## config.mk

```make
export PLATFORM = sky130hd
export DESIGN_NAME = alu_trace_capture
export DESIGN_NICKNAME = d
export VERILOG_FILES = /design/src/rtl/alu_trace_capture.sv
export SDC_FILE = /design/constraint.sdc
export NUM_CORES = 1
export LEC_CHECK = 0
export BUFFER_PORTS_ARGS = -buffer_cell sky130_fd_sc_hd__buf_2
export CORE_ASPECT_RATIO = 0.5
export CORE_MARGIN = 5
export CORE_UTILIZATION = 44
export CTS_CLUSTER_DIAMETER = 200
export CTS_CLUSTER_SIZE = 28
export DETAILED_ROUTE_END_ITERATION = 10
export GPL_ROUTABILITY_DRIVEN = 0
export PLACE_DENSITY = 0.67
export SETUP_SLACK_MARGIN = 0.05
export SLEW_MARGIN = 5
export SYNTH_ARGS = -nofsm -noshare
export SYNTH_HDL_FRONTEND = slang
export SYNTH_SLANG_ARGS = --single-unit
```

## constraint.sdc

```tcl
create_clock -name clk -period 6.1 [get_ports clk]
set_input_delay 1.22 -clock clk [delete_from_list [all_inputs] [get_ports clk]]
set_output_delay 1.22 -clock clk [all_outputs]
set_load 0.05 [all_outputs]
```

## src/rtl/alu_trace_capture.sv

```systemverilog
// alu_trace_capture: captures qualified ALU result/flag samples into a
// first-word-fall-through FIFO during an armed session. The session ends
// when an accepted sample carries MATCH_VALUE. The FIFO is readable in
// every state, and its contents survive re-arming.
module alu_trace_capture #(
  parameter int          DEPTH       = 16,
  parameter logic [31:0] MATCH_VALUE = 32'd100
) (
  input  logic                     clk,
  input  logic                     reset,
  input  logic                     arm,
  input  logic                     cap_en,
  input  logic [31:0]              alu_result,
  input  logic [3:0]               alu_flags,
  input  logic                     rd_ready,
  output logic                     rd_valid,
  output logic [31:0]              rd_result,
  output logic [3:0]               rd_flags,
  output logic [$clog2(DEPTH):0]   count,
  output logic                     full,
  output logic                     empty,
  output logic                     overflow,
  output logic [1:0]               state,
  output logic                     match_hit,
  output logic [15:0]              match_cycle
);

  localparam int AW = $clog2(DEPTH);
  localparam logic [AW:0] FULL_COUNT = DEPTH[AW:0];

  typedef enum logic [1:0] {
    ST_IDLE  = 2'd0,
    ST_ARMED = 2'd1,
    ST_DONE  = 2'd2
  } state_t;

  state_t          state_q;
  logic [15:0]     cyc_cnt;
  logic [AW-1:0]   wr_ptr;
  logic [AW-1:0]   rd_ptr;
  logic [AW:0]     count_q;
  logic [35:0]     mem [DEPTH];

  logic push_req;
  logic push_ok;
  logic pop;
  logic is_match;
  logic arm_ok;

  // Read handshake: rd_valid is high whenever the FIFO holds an entry and
  // rd_result/rd_flags then show the head entry. The head is consumed on a
  // rising edge where rd_valid && rd_ready; rd_ready alone never has effect.
  // rd_valid does not depend on rd_ready.
  assign empty     = (count_q == '0);
  assign full      = (count_q == FULL_COUNT);
  assign rd_valid  = !empty;
  assign rd_result = mem[rd_ptr][31:0];
  assign rd_flags  = mem[rd_ptr][35:32];
  assign count     = count_q;
  assign state     = state_q;

  // Decode this cycle's push/pop/match/arm events
  always_comb begin
    pop      = rd_valid && rd_ready;
    push_req = (state_q == ST_ARMED) && cap_en;
    // A full FIFO still takes a push when the head leaves in the same cycle.
    push_ok  = push_req && (!full || pop);
    is_match = push_ok && (alu_result == MATCH_VALUE);
    // arm only has meaning outside an active session.
    arm_ok   = arm && (state_q != ST_ARMED);
  end

  // Store accepted samples; storage is not reset because pointers define validity
  always_ff @(posedge clk) begin
    if (push_ok) begin
      mem[wr_ptr] <= {alu_flags, alu_result};
    end
  end

  // FIFO pointers and occupancy
  always_ff @(posedge clk) begin
    if (reset) begin
      wr_ptr  <= '0;
      rd_ptr  <= '0;
      count_q <= '0;
    end else begin
      if (push_ok) begin
        wr_ptr <= wr_ptr + 1'b1;
      end
      if (pop) begin
        rd_ptr <= rd_ptr + 1'b1;
      end
      case ({push_ok, pop})
        2'b10:   count_q <= count_q + 1'b1;
        2'b01:   count_q <= count_q - 1'b1;
        default: count_q <= count_q;
      endcase
    end
  end

  // Session FSM with sticky overflow/match status and armed-cycle counter
  always_ff @(posedge clk) begin
    if (reset) begin
      state_q     <= ST_IDLE;
      cyc_cnt     <= '0;
      overflow    <= 1'b0;
      match_hit   <= 1'b0;
      match_cycle <= '0;
    end else begin
      case (state_q)
        ST_IDLE: begin
          if (arm_ok) begin
            state_q     <= ST_ARMED;
            cyc_cnt     <= '0;
            overflow    <= 1'b0;
            match_hit   <= 1'b0;
            match_cycle <= '0;
          end
        end
        ST_ARMED: begin
          if (cyc_cnt != 16'hFFFF) begin
            cyc_cnt <= cyc_cnt + 16'd1;
          end
          // A dropped sample only marks overflow; it can never end the session.
          if (push_req && !push_ok) begin
            overflow <= 1'b1;
          end
          if (is_match) begin
            match_hit   <= 1'b1;
            match_cycle <= cyc_cnt;
            state_q     <= ST_DONE;
          end
        end
        ST_DONE: begin
          if (arm_ok) begin
            state_q     <= ST_ARMED;
            cyc_cnt     <= '0;
            overflow    <= 1'b0;
            match_hit   <= 1'b0;
            match_cycle <= '0;
          end
        end
        default: begin
          state_q <= ST_IDLE;
        end
      endcase
    end
  end

endmodule

```

==> impl_metrics.toml <==
[run_status]
status = "completed"

[place]
place_area_um2 = 26000
io_buffer_count = 104
dp_hpwl_mm = 28.6

[floorplan]
io_pins = 105
core_um2 = 55300
die_width_um = 343
die_h_um = 177
dieArea_um2 = 60700
rows = 61
start_util_pct = 44.3

[worst_setup_path]
slowest_stage = "dfxtp_4"
cp.depth = 4
worstRegToRegCells = 5
r2r-end = "mem[8][20]"
crit_path_cell_trace = "buf_12, mux4_2, mux4_2, buf_2"
critical_path_buf_inv_count = 2
critPathCapture = "rd_result[16]"
rr_startpoint = "state[0]"
required_ps = 4880
worstSetupPathType = "reg2out"
cpMostUsedCell = "mux4_2"
start_kind = "flop"
cp_top_family = "multiplexers"
cp.arrival_ps = 3360
cpPeakStageDelay_ps = 820
reg2reg_slack_ps = 2970
cp_max_fo = 68
crit_path_end_kind = "output pin"

[global_route]
grt_pass1_wl_mm = 78.0
gr-usage-all-layers_pct = 17.1
grt_pass1_vias = 12100
antenna_found_initial = 0
grt_overflow = 0
grt_max_degree = 69

[logic_synthesis]
synth_edf_count = 576
synthCells = 1130
syn_area_per_cell_um2 = 21.7
synthArstFlopShare_pct = 0
synthTopCellsByArea = "edfxtp_1 71%, mux4_2 17%, dfxtp_1 4.3%"
synth_top_area_cell = "edfxtp_1"
ys.flop_type = "edfxtp_1"
synth_area_um2 = 24500
ys_ff_latch = 629
synth_top_area_share_pct = 70.7
synth_cell_types = 60
synth_nets = 1181
yosysSeqAreaShare_pct = 75.0
yosys_warnings = 0

[job]
cap_violations = 0

[timing]
finalCritPeriodShare_pct = 75.1
period_needed_ps = 4580
drv_slew = 0
maxSlewHeadroom_pct = 30.9
finalHoldViolations = 0
holdWs_ps = 467
timing_worst_slew_pin_value_ps = 1040
clock.fmax_ghz = 0.218
setup_viol = 0
rsz0062_at_grt = "no"
skew_ps = 26.6
final.setup.tns_ps = 0

[routing]
drt_iter0_drc = 1047
drcViolationCount = 0
vias = 11400
drt_pass1_iterations = 6
dr_wl_met2_mm = 26.1
top_layer = "met4"
wl_met1_mm = 22.2
ant_nets = 0
met3_length_mm = 2.61
avgViaCountPerCell = 5.73
wirelength_mm = 51.5
wl_per_cell_um = 25.8

[layout]
drive_above_1_share_pct = 30.2
layout_commonest_cell = "edfxtp_1"
fin_area_um2 = 26700
seq_area_um2 = 18400
final_cell_mix = "576 x edfxtp_1, 180 x mux4_2, 104 x buf_2, 49 x dfxtp_1, 41 x nand2_1"
fill_cells = 4419
area_delta_synth_final_pct = 9.15
diodes = 0
layout.nets = 1284
multi_input_area_um2 = 5900

[clock_network]
holdBufCountCts = 0
clk-insertion-delay-late_ps = 590
clockRootBuffer = "clkbuf_16"
path_clk_slew_ps = 110
cts_sinks = 629
cts_tree = "done"
cts_buffers = 26
cts_resized = 0
htree_levels = 1
postCtsSetupBuffers = 0
clock_path_buffers = 3

[power_and_ir_drop]
irDropWorstVdd_mv = 0.259
leakagePower_nw = 8.03
p_per_area_nw_per_um2 = 335

[hold_path]
hp-class = "reg2reg"
hp-start = "match_cycle[12]"
==> cell usage after synthesis (3+ instances only) <==
cell and number:
inv_1 12, o211ai_1 4, nand4_1 3, or2b_1 3, clkbuf_1 26, buf_6 5, or4_1 8, nor3_1 6
mux2i_1 29, o31ai_1 3, nand3b_1 3, buf_4 3, nor2_1 31, a211oi_1 7, edfxtp_1 576, buf_2 20
a21oi_1 11, nand3_1 7, nand2_1 41, dfxtp_1 53, xnor2_1 3, or3_1 6, nor2b_1 5, nand2b_1 20
mux4_2 180, ha_1 9, mux2_2 3, nor4_1 11, xor2_1 3
==> cell families (layout without fill, tap and decap cells) <==
group           Yosys count  count (layout)  synth area share (%)
mux                     212             212                  17.9
buf+inv                  67             178                  1.33
xor+xnor                  6               6                 0.215
flops                   629             629                  75.0
compound gates           43              43                  1.24
simple gates            163             163                  3.76
fa+ha+maj                10              10                 0.542
==> power breakdown <==
group	total (W)	switching (W)	internal, W
combinational	0.00205	0.00113	0.000922
sequential	0.00488	0.000135	0.00475
clock	0.00202	0.00122	0.000800
==> through the flow <==
stage	util [%]	cells	setup slack, ps	power, W
after floorplan	-	1130	1090	0.00664
after global placement	47.0	1961	2100	0.00702
after detailed placement	47.0	1961	2070	0.00706
after CTS	48.3	1997	1400	0.00905
after global routing	48.3	1997	1260	0.00935
final	48.3	1997	1520	0.00895
==> cell type report <==
class,instances,area share [%]
clock buffer,34,2.55
clock inverter,2,0.122
inverter,12,0.169
tap,756,3.54
multi-input combinational,434,22.1
sequential,629,68.8
timing repair buffer,130,2.77
==> layer usage <==
| metal | global-route usage, % | up-vias |
|---|---|---|
| met2 | 29.4 | 315 |
| met5 | 0 | - |
| li1 | - | 4895 |
| met1 | 24.4 | 6182 |
| met3 | 2.50 | 43 |
| met4 | 2.11 | 0 |
==> tightest hold or removal path: stages (launching register included) <==
cell,delay [ps]
dfxtp_1,330
nand2_1,50
mux2i_1,50
==> worst min path at each step <==
stage / to / slack, ps / cells past startpoint
2_1_floorplan: cyc_cnt[15] / 460 / 2
3_3_place_gp: match_cycle[13] / 440 / 2
3_5_place_dp: match_cycle[12] / 440 / 2
4_1_cts: match_cycle[7] / 470 / 2
5_1_grt: match_cycle[15] / 480 / 2
6_report: match_cycle[12] / 470 / 2
==> flip-flops by register name (all words and copies together) (netlist names), named ones only <==
register     flops
match_cycle     16
rd_ptr           4
mem            576
wr_ptr           4
count            5
overflow         1
match_hit        1
cyc_cnt         16
state            2
Note: power is estimated with default switching activity, not from simulation.
